File: config.mk
export PLATFORM = sky130hd
export DESIGN_NAME = instruction_fetch
export DESIGN_NICKNAME = d
export VERILOG_FILES = /design/src/rtl/instruction_fetch.sv
export SDC_FILE = /design/constraint.sdc
export NUM_CORES = 1
export LEC_CHECK = 0
export CAP_MARGIN = 10
export CORE_MARGIN = 5
export CORE_UTILIZATION = 48
export DETAILED_ROUTE_END_ITERATION = 10
export HOLD_SLACK_MARGIN = 0.15
export PLACE_DENSITY = 0.84
export SLEW_MARGIN = 20
export SYNTH_ARGS = -nofsm -noshare
export SYNTH_HDL_FRONTEND = slang
export SYNTH_SLANG_ARGS = --single-unit
export TNS_END_PERCENT = 20
File: constraint.sdc
create_clock -name clk -period 5.18 [get_ports clk]
set_input_delay 0.777 -clock clk [delete_from_list [all_inputs] [get_ports clk]]
set_output_delay 0.777 -clock clk [all_outputs]
set_load 0.005 [all_outputs]
File: src/rtl/instruction_fetch.sv
// instruction_fetch: owns the PC, fetches bytes over req/ack, issues via valid/ready.
// Define FETCH_TRACE_EN for a simulation trace of accepts and HALT entry.
module instruction_fetch #(
  parameter int ADDR_WIDTH = 8,
  parameter logic [ADDR_WIDTH-1:0] RESET_PC = '0,
  parameter logic [3:0] HALT_OPCODE = 4'b0001
) (
  input  logic                  clk,
  input  logic                  rst_n,
  output logic                  IMemReq,
  output logic [ADDR_WIDTH-1:0] IMemAddr,
  input  logic                  IMemAck,
  input  logic [7:0]            IMemData,
  output logic [7:0]            Instruction,
  output logic [ADDR_WIDTH-1:0] InstrPC,
  output logic                  InstrValid,
  input  logic                  InstrReady,
  input  logic                  BranchTaken,
  input  logic [3:0]            BranchOffset,
  output logic                  Halted
);

  typedef enum logic [1:0] {
    IDLE,
    FETCH,
    ISSUE,
    HALTED
  } state_t;

  state_t                state;
  logic [ADDR_WIDTH-1:0] pc;
  logic                  accept;
  logic                  is_halt;
  logic [ADDR_WIDTH-1:0] seq_pc;
  logic [ADDR_WIDTH-1:0] br_pc;
  logic [ADDR_WIDTH-1:0] next_pc;

  assign accept  = (state == ISSUE) && InstrReady;
  assign is_halt = Instruction[7:4] == HALT_OPCODE;
  assign seq_pc  = InstrPC + {{(ADDR_WIDTH-1){1'b0}}, 1'b1};
  assign br_pc   = InstrPC
                 + {{(ADDR_WIDTH-4){BranchOffset[3]}}, BranchOffset};
  assign next_pc = BranchTaken ? br_pc : seq_pc;

  // Handshake outputs come straight from state, never from inputs.
  assign IMemReq    = state == FETCH;
  assign IMemAddr   = pc;
  assign InstrValid = state == ISSUE;
  assign Halted     = state == HALTED;

  always_ff @(posedge clk or negedge rst_n) begin
    if (!rst_n) begin
      state       <= IDLE;
      pc          <= RESET_PC;
      Instruction <= 8'h00;
      InstrPC     <= '0;
    end else begin
      unique case (state)
        IDLE: state <= FETCH;
        FETCH: begin
          if (IMemAck) begin
            Instruction <= IMemData;
            InstrPC     <= pc;
            state       <= ISSUE;
          end
        end
        ISSUE: begin
          if (accept) begin
            if (is_halt) begin
              state <= HALTED;
            end else begin
              pc    <= next_pc;
              state <= FETCH;
            end
          end
        end
        HALTED: state <= HALTED;
      endcase
    end
  end

`ifdef FETCH_TRACE_EN
  always @(posedge clk) begin
    if (rst_n && accept) begin
      $display("%0t fetch pc=%0h instr=%0h bt=%0b next=%0h",
               $time, InstrPC, Instruction, BranchTaken,
               is_halt ? pc : next_pc);
      if (is_halt)
        $display("HALT at %0h", InstrPC);
    end
  end
`endif

endmodule

==> results of run 1 <==
[routing by layer]
metal  global-route usage  vias to the layer above  wire (microns)
met5                    0                        -               0
met4               0.0455                        0              31
met3               0.0517                        4             254
met2                0.294                       34            1390
met1                0.181                      463            1000
li1                     -                      471               -
[how the worst max path moves through the flow]
stage                startpoint  slack (ns)                      end  cells past startpoint
finish              BranchTaken        2.57  IMemAddr[4]$_DFFE_PN0P_                     10
global route        BranchTaken        2.45  IMemAddr[4]$_DFFE_PN0P_                     10
CTS                 BranchTaken        2.57  IMemAddr[4]$_DFFE_PN0P_                     10
detailed placement  BranchTaken        2.22  IMemAddr[4]$_DFFE_PN0P_                     10
global placement    BranchTaken        2.30  IMemAddr[4]$_DFFE_PN0P_                     10
floorplan           BranchTaken        2.92  IMemAddr[4]$_DFFE_PN0P_                      9
[sequential cells by signal, summed over array words and instances, names as in the netlist]
| register | count |
|---|---|
| state | 2 |
| IMemAddr | 8 |
| Instruction | 8 |
| InstrPC | 8 |
[cells in the final DEF, fill, tap and decap left out, types with 2 or more instances in the layout]
cell / Yosys / routed
inv_1: 5 / 5
dfrtp_1: 26 / 26
nor2b_1: 2 / 2
a21oi_1: 2 / 2
or4_1: 2 / 2
clkbuf_4: 0 / 3
o21ai_0: 4 / 4
mux2i_1: 2 / 2
xnor2_1: 4 / 4
nor3_1: 2 / 2
xor2_1: 4 / 4
clkdlybuf4s50_1: 0 / 42
mux2_2: 18 / 18
nand4_1: 2 / 2
nand2_1: 9 / 9
o21ai_2: 2 / 2
nor2_1: 3 / 3
and2_1: 2 / 2
nand3_1: 2 / 2
ha_1: 3 / 3
[worst max-delay path, delay by kind of cell]
family          cells  cell delay (ns)
compound gates      2             0.16
simple gates        3             0.69
fa+ha+maj           2             0.41
buf+inv             2             0.62
xor+xnor            1             0.15
[layout make-up]
class | instances | area (sq um) | share of cell area
Clock buffer | 4 | 36.3 | 0.0205
Multi-Input combinational cell | 76 | 603 | 0.340
Timing Repair Buffer | 43 | 425 | 0.240
Sequential cell | 26 | 651 | 0.367
Inverter | 5 | 18.8 | 0.0106
Tap cell | 30 | 37.5 | 0.0212
[logic make-up (layout without fill, tap and decap cells)]
group	after synthesis	in the layout	synth area share
AOI/OAI and AO/OA	13	13	0.0644
xor gates and xnor gates	8	8	0.0538
adders and majority gates	4	4	0.0442
buffers and inverters	10	52	0.0375
DFF	26	26	0.500
muxes	20	20	0.171
and+or+nand+nor	31	31	0.130
[power groups by stage]
stage	Sequential, mW	Clock, mW	Combinational (mW)
after floorplan	0.362	0	0.205
after global placement	0.372	0	0.422
after detailed placement	0.379	0	0.433
after CTS	0.374	0.104	0.437
after global routing	0.390	0.113	0.473
final	0.373	0.100	0.427
==> impl_metrics.json, run 1 <==
{
  "cellPowerDensity_mw_per_mm2": 508,
  "rsz0062_at_grt": "no",
  "p_int_mw": 0.616,
  "power_frac_comb": 0.474,
  "netlist_area_sq_mm": 0.00130,
  "rows": 18,
  "cts_hold_buf": 0,
  "post-route-min-period_ns": 2.61,
  "r2r-end": "IMemAddr[7]$_DFFE_PN0P_",
  "clk_pin_slew_ns": 0.14,
  "hold-worst-slack_ns": 0.428,
  "cts_tree": "done",
  "grt_pass1_vias": 1060,
  "ant_nets": 0,
  "core_area_sq_mm": 0.00254,
  "maxSlewHeadroom": 0.533,
  "grt_pass1_wl_microns": 4610,
  "avgSynthCellArea_sq_um": 11.6,
  "routedWlPerCell_microns": 14.6,
  "maxCapViolCount": 0,
  "num_antenna_cells": 0,
  "antenna_found_initial": 0,
  "clock_sinks": 26,
  "gp_congestion": 0.739,
  "setup_slack_ns": 2.57,
  "switching_power_mw": 0.283,
  "hold_class": "in -> async",
  "crit_slowest_cell": "clkdlybuf4s50_1",
  "yosysMostFrequentCell": "dfrtp_1",
  "finalPower_mw": 0.900,
  "initial_core_util": 0.512,
  "cp_cell_sequence": "clkdlybuf4s50_1 > or2b_1 > ha_1 > inv_1 > fa_1 > nor2b_1 > or4_1 > o21ai_1 > xnor2_1 > o21ai_2",
  "clock_latency_ns": 0.31,
  "seq_area_frac_synth": 0.500,
  "final_cell_count_no_fill": 184,
  "max_freq_mhz": 383,
  "arrival_ns": 2.81,
  "start_kind": "primary input",
  "status": "completed",
  "syn_to_final_growth_pct": 36.0,
  "synth_edf_count": 0,
  "synth_common_cells": "dfrtp_1, mux2_2, nand2_1",
  "dpl_cell_area_sq_mm": 0.00174,
  "finalSetupViolCount": 0,
  "yosys.area.top_type_share": 0.500,
  "h-tree-depth": 1,
  "dp_cells": 180,
  "r2r_slack_ns": 3.31,
  "r2r-start": "Instruction[4]$_DFFE_PN0P_",
  "switching_share": 0.315,
  "synth_fp_nets": 133,
  "clock_skew_ns": 0.00578,
  "fin_nets": 176,
  "place_ws_ns": 2.22,
  "synth_warnings": 0,
  "drive_gt1_frac": 0.182,
  "cts_root_buf": "clkbuf_4",
  "post_cts_buffers": 0,
  "portBuffers": 43,
  "die_area_sq_mm": 0.00386,
  "crit_type": "in -> reg",
  "worst_ep_required_time_ns": 5.38,
  "cp-end-kind": "flip-flop",
  "cp_max_fo": 5,
  "ys_async_sr_fraction": 1.00,
  "fin_area_sq_mm": 0.00177,
  "synth_ff_type": "dfrtp_1",
  "via_count": 972,
  "boundaryPins": 44,
  "synthCells": 112,
  "clockBufferDepth": 2,
  "synth_top_area_cell": "dfrtp_1",
  "clkPwrFrac": 0.111,
  "utilization": 0.696,
  "wl_microns": 2680,
  "ys_ff_latch": 26,
  "p_seq_frac": 0.415,
  "firstDrtPassIters": 4,
  "reg2regPathDepth": 4,
  "leakage_nw": 0.773,
  "fin_crit_sh": 0.504,
  "cts_made_buffers": 3,
  "drt_iter0_drc": 25,
  "drc": 0,
  "tightest_slew_ns": 0.698,
  "drv_slew": 0,
  "fillCellCount": 201,
  "synthTopCellsByArea": "dfrtp_1, mux2_2, ha_1",
  "ctsResizeCount": 0,
  "slowest_delay_ns": 0.55,
  "dp_hpwl_microns": 2110,
  "grt_overflow": 0,
  "grt_max_degree": 27,
  "die_y_microns": 62.1,
  "grt_usage": 0.163,
  "die_w_microns": 62.1,
  "hold_viol": 0,
  "via_per_inst": 5.28,
  "ys_types": 33,
  "vdd_ir_drop_max_mv": 0.375,
  "setup_tns_ns": 0
}
No activity file was read; power rests on OpenSTA's default activity.
==> run 2: changes to the inputs <==
- CORE_UTILIZATION: 48 -> 45
- PLACE_DENSITY: 0.84 -> 0.79
- clock period: 5.18 -> 2.6 ns (I/O delays scaled with it)
==> run 2 against run 1 <==
Clock skew is 0.0030 ns higher. Power is 96% higher. Combinational power is 100% higher. Critical path type unchanged. Highest routed layer unchanged.
==> impl_metrics.json, run 2 (synthesis results as in run 1) <==
{
  "via_count": 1010,
  "via_per_inst": 5.40,
  "fin_nets": 179,
  "mostFrequentLayoutCell": "clkdlybuf4s50_1",
  "rsz0062_at_grt": "no",
  "die_area_sq_mm": 0.00407,
  "worst_ep_required_time_ns": 2.78,
  "h-tree-depth": 1,
  "hold_class": "in -> async",
  "gp_congestion": 0.754,
  "tightest_slew_ns": 0.499,
  "r2r-end": "IMemAddr[7]$_DFFE_PN0P_",
  "seq_area_sq_um": 651,
  "switching_power_mw": 0.567,
  "drc": 0,
  "cp-end-kind": "flip-flop",
  "clkPwrFrac": 0.092,
  "cts_tree": "done",
  "cp-endpoint": "IMemAddr[5]$_DFFE_PN0P_",
  "antenna_found_initial": 0,
  "firstDrtPassIters": 4,
  "cts_root_buf": "clkbuf_4",
  "grt_pass1_wl_microns": 5420,
  "cp-startpoint": "BranchTaken",
  "portBuffers": 43,
  "finalSetupViolCount": 0,
  "post_cts_buffers": 0,
  "switching_share": 0.321,
  "rows": 19,
  "slowest_delay_ns": 0.43,
  "cts_hold_buf": 0,
  "core_area_sq_mm": 0.00276,
  "drive_gt1_frac": 0.186,
  "drt_iter0_drc": 11,
  "routedWlPerCell_microns": 15.6,
  "num_antenna_cells": 0,
  "vdd_ir_drop_max_mv": 0.695,
  "clk_pin_slew_ns": 0.13,
  "start_kind": "primary input",
  "ant_nets": 0,
  "setup_slack_ns": 0.418,
  "status": "completed",
  "maxSlewHeadroom": 0.667,
  "fillCellCount": 239,
  "clock_latency_ns": 0.31,
  "wl_microns": 2910,
  "final_cell_mix": "clkdlybuf4s50_1, dfrtp_1, mux2_2",
  "multi_input_area_sq_um": 603,
  "crit_type": "in -> reg",
  "post-route-min-period_ns": 2.18,
  "crit_slowest_cell": "clkdlybuf4s50_1",
  "drv_slew": 0,
  "dpl_cell_area_sq_mm": 0.00176,
  "setup_tns_ns": 0,
  "cts_made_buffers": 3,
  "grt_max_degree": 27,
  "clock_sinks": 26,
  "boundaryPins": 44,
  "grt_pass1_vias": 1114,
  "fin_crit_sh": 0.839,
  "grt_overflow": 0,
  "arrival_ns": 2.36,
  "r2r-start": "Instruction[4]$_DFFE_PN0P_",
  "maxCapViolCount": 0,
  "hold-worst-slack_ns": 0.427,
  "cellPowerDensity_mw_per_mm2": 989,
  "ctsResizeCount": 0,
  "clock_skew_ns": 0.00874,
  "die_y_microns": 63.8,
  "clockBufferDepth": 2,
  "utilization": 0.648,
  "r2r_slack_ns": 0.71,
  "power_frac_comb": 0.483,
  "fin_area_sq_mm": 0.00179,
  "p_seq_frac": 0.425,
  "leakage_nw": 0.780,
  "p_int_mw": 1.20,
  "syn_to_final_growth_pct": 37.2,
  "place_ws_ns": 0.0897,
  "cp_max_fo": 4,
  "max_freq_mhz": 458,
  "grt_usage": 0.164,
  "hold_viol": 0,
  "reg2regPathDepth": 4,
  "dp_hpwl_microns": 2240,
  "initial_core_util": 0.472,
  "cp_cell_sequence": "clkdlybuf4s50_1 > buf_4 > and2_2 > ha_1 > a21oi_1 > and2_1 > mux2i_1 > xor2_1 > o21ai_0",
  "die_w_microns": 63.8
}
-- run 2: routing by layer --
metal  wire, microns  track usage  vias up
met3             254       0.0648        4
met2            1470        0.269       37
met4              31       0.0468        0
met5               0            0        -
met1            1160        0.200      495
li1                -            -      474
-- run 2: power by group through the flow --
stage | registers (mW) | clock network (mW) | logic, mW
4_1_cts | 0.753 | 0.170 | 0.871
5_1_grt | 0.787 | 0.192 | 0.955
3_5_place_dp | 0.760 | 0 | 0.864
2_1_floorplan | 0.721 | 0 | 0.408
3_3_place_gp | 0.738 | 0 | 0.847
6_report | 0.752 | 0.163 | 0.853
-- run 2: worst min-delay path by stage --
stage                                 start                      end  slack, ns  depth (start not counted)
finish                                rst_n  IMemAddr[1]$_DFFE_PN0P_       0.43                          2
CTS                                   rst_n  IMemAddr[4]$_DFFE_PN0P_       0.43                          2
global placement    IMemAddr[4]$_DFFE_PN0P_  IMemAddr[4]$_DFFE_PN0P_       0.48                          2
floorplan                             rst_n  IMemAddr[0]$_DFFE_PN0P_       0.09                          0
global route                          rst_n   InstrPC[2]$_DFFE_PN0P_       0.43                          2
detailed placement  IMemAddr[6]$_DFFE_PN0P_  IMemAddr[6]$_DFFE_PN0P_       0.50                          2
-- run 2: per-stage QoR --
stage / total power, mW / cells
5_1_grt: 1.93 / 187
3_3_place_gp: 1.59 / 184
3_5_place_dp: 1.62 / 184
4_1_cts: 1.79 / 187
2_1_floorplan: 1.13 / 112
6_report: 1.77 / 187
-- run 2: critical path, delay by kind of cell --
kind / cells / cell delay (ns)
multiplexers: 1 / 0.23
XOR/XNOR: 1 / 0.15
AO/OA/AOI/OAI: 2 / 0.30
AND/OR/NAND/NOR: 2 / 0.38
buffers and inverters: 2 / 0.58
adder cells (fa/ha/maj): 1 / 0.32
-- run 2: layout make-up --
class	count	area share
clock buffer	3	0.0126
inverter	5	0.0105
multi-input combinational	76	0.338
sequential	26	0.364
tap	31	0.0217
timing repair buffer	46	0.254
==> run 3: changes to the inputs <==
- clock period: 2.6 -> 2.11 ns (I/O delays scaled with it)
==> run 3 against run 2 <==
Sequential power grew 22%. Combinational power grew 29%. Routed wire length shrank 0.55%. Highest routed layer unchanged. Sequential share of layout area shrank 1.4 points. Core utilization grew 2.7 points. Die area is the same. Clock power grew 110%. Via count grew 0.30%. Global-route usage shrank 1.3 points. First-iteration DRC count grew to 2.9 times the previous value.
==> impl_metrics.json, run 3 (synthesis results as in run 1) <==
{
  "setup_tns_ns": 0,
  "fin_nets": 184,
  "finalPower_mw": 2.36,
  "dp_hpwl_microns": 2270,
  "via_count": 1013,
  "power_frac_comb": 0.465,
  "h-tree-depth": 1,
  "crit_type": "in -> reg",
  "boundaryPins": 44,
  "p_seq_frac": 0.389,
  "start_kind": "primary input",
  "num_antenna_cells": 0,
  "finalSetupViolCount": 0,
  "clock_skew_ns": 0.00457,
  "fin_crit_sh": 0.958,
  "mostFrequentLayoutCell": "clkdlybuf4s50_1",
  "die_w_microns": 63.8,
  "clockBufferDepth": 2,
  "fin_area_sq_mm": 0.00186,
  "syn_to_final_growth_pct": 42.8,
  "p_int_mw": 1.63,
  "firstDrtPassIters": 4,
  "gp_congestion": 0.789,
  "die_area_sq_mm": 0.00407,
  "core_area_sq_mm": 0.00276,
  "post-route-min-period_ns": 2.02,
  "final_cell_mix": "clkdlybuf4s50_1, dfrtp_1, mux2_2",
  "place_ws_ns": -0.272,
  "drive_gt1_frac": 0.228,
  "grt_pass1_wl_microns": 5020,
  "post_cts_buffers": 0,
  "clock_latency_ns": 0.32,
  "drv_slew": 0,
  "cp-end-kind": "flip-flop",
  "clk_pin_slew_ns": 0.15,
  "leakage_nw": 0.818,
  "cts_root_buf": "clkbuf_4",
  "clkPwrFrac": 0.146,
  "arrival_ns": 2.25,
  "clock_sinks": 26,
  "cts_made_buffers": 3,
  "grt_max_degree": 27,
  "rsz0062_at_grt": "no",
  "hold_viol": 0,
  "wl_microns": 2890,
  "status": "completed",
  "portBuffers": 43,
  "die_y_microns": 63.8,
  "drt_iter0_drc": 32,
  "grt_usage": 0.152,
  "vdd_ir_drop_max_mv": 0.961,
  "hold_class": "in -> async",
  "routedWlPerCell_microns": 15.0,
  "drc": 0,
  "tightest_slew_ns": 0.389,
  "worst_ep_required_time_ns": 2.34,
  "setup_slack_ns": 0.0880,
  "hold-worst-slack_ns": 0.343,
  "ant_nets": 0,
  "maxSlewHeadroom": 0.737,
  "grt_overflow": 0,
  "max_freq_mhz": 495,
  "initial_core_util": 0.472,
  "utilization": 0.675,
  "switching_share": 0.308,
  "cp_max_fo": 3,
  "final_cell_count_no_fill": 193,
  "maxCapViolCount": 0,
  "rows": 19,
  "cts_tree": "done",
  "antenna_found_initial": 0,
  "cellPowerDensity_mw_per_mm2": 1270,
  "grt_pass1_vias": 1121,
  "dpl_cell_area_sq_mm": 0.00180,
  "switching_power_mw": 0.726,
  "via_per_inst": 5.25,
  "dp_cells": 189
}
## run 3: cell types whose count changed in the layout (fill, tap and decap cells not counted)
cell       previous run  this run
fa_2                  0         1
buf_4                 3         8
fa_1                  1         0
bufinv_16             0         1
o21ai_1               1         0
o21ai_2               2         3
## run 3: layout make-up
cell class	count	area, sq um
Clock buffer	3	22.5
Clock inverter	1	30.0
Fill cell	228	897
Inverter	5	18.8
Multi-Input combinational cell	76	609
Sequential cell	26	651
Tap cell	31	38.8
Timing Repair Buffer	51	490
## run 3: what timing repair did
action                                  CTS  global route
hold buffers                              0             0
resized for setup                         0             2
endpoints found under the setup margin    0             1
## run 3: path summary, 6_finish.rpt
kind,start,end,slack [ns],cells after the start
setup / recovery,BranchTaken,IMemAddr[4]$_DFFE_PN0P_,0.09,10
setup reg to reg,InstrPC[2]$_DFFE_PN0P_,IMemAddr[7]$_DFFE_PN0P_,0.32,6
hold reg to reg,IMemAddr[4]$_DFFE_PN0P_,IMemAddr[4]$_DFFE_PN0P_,0.52,2
min in group clk,IMemAddr[4]$_DFFE_PN0P_,IMemAddr[4]$_DFFE_PN0P_,0.52,2
hold / removal,rst_n,IMemAddr[4]$_DFFE_PN0P_,0.34,2
max in group asynchronous,rst_n,state[1]$_DFFE_PN0P_,1.52,2
## run 3: worst max-delay path: stages
cell and delay, ns:
clkdlybuf4s50_1 0.49, or2b_1 0.23, ha_1 0.19, inv_1 0.07, fa_2 0.20, nor2b_1 0.06
or4_1 0.41, o21ai_2 0.08, xnor2_1 0.14, o21ai_2 0.06
## run 3: power groups by stage
stage / registers [mW] / clock network, mW / logic [mW]
finish: 0.917 / 0.343 / 1.10
global placement: 0.909 / 0 / 1.07
detailed placement: 0.934 / 0 / 1.10
global route: 0.958 / 0.373 / 1.21
floorplan: 0.888 / 0 / 0.503
CTS: 0.922 / 0.351 / 1.11
## run 3: routing by layer
metal  part of all wire  routed length (microns)  vias up  GRT usage
met5                  0                        0        -          0
met4             0.0038                       11        0     0.0234
met3              0.089                      258        2     0.0595
met2               0.51                     1460       35      0.268
met1               0.40                     1160      484      0.176
li1                   -                        -      492          -
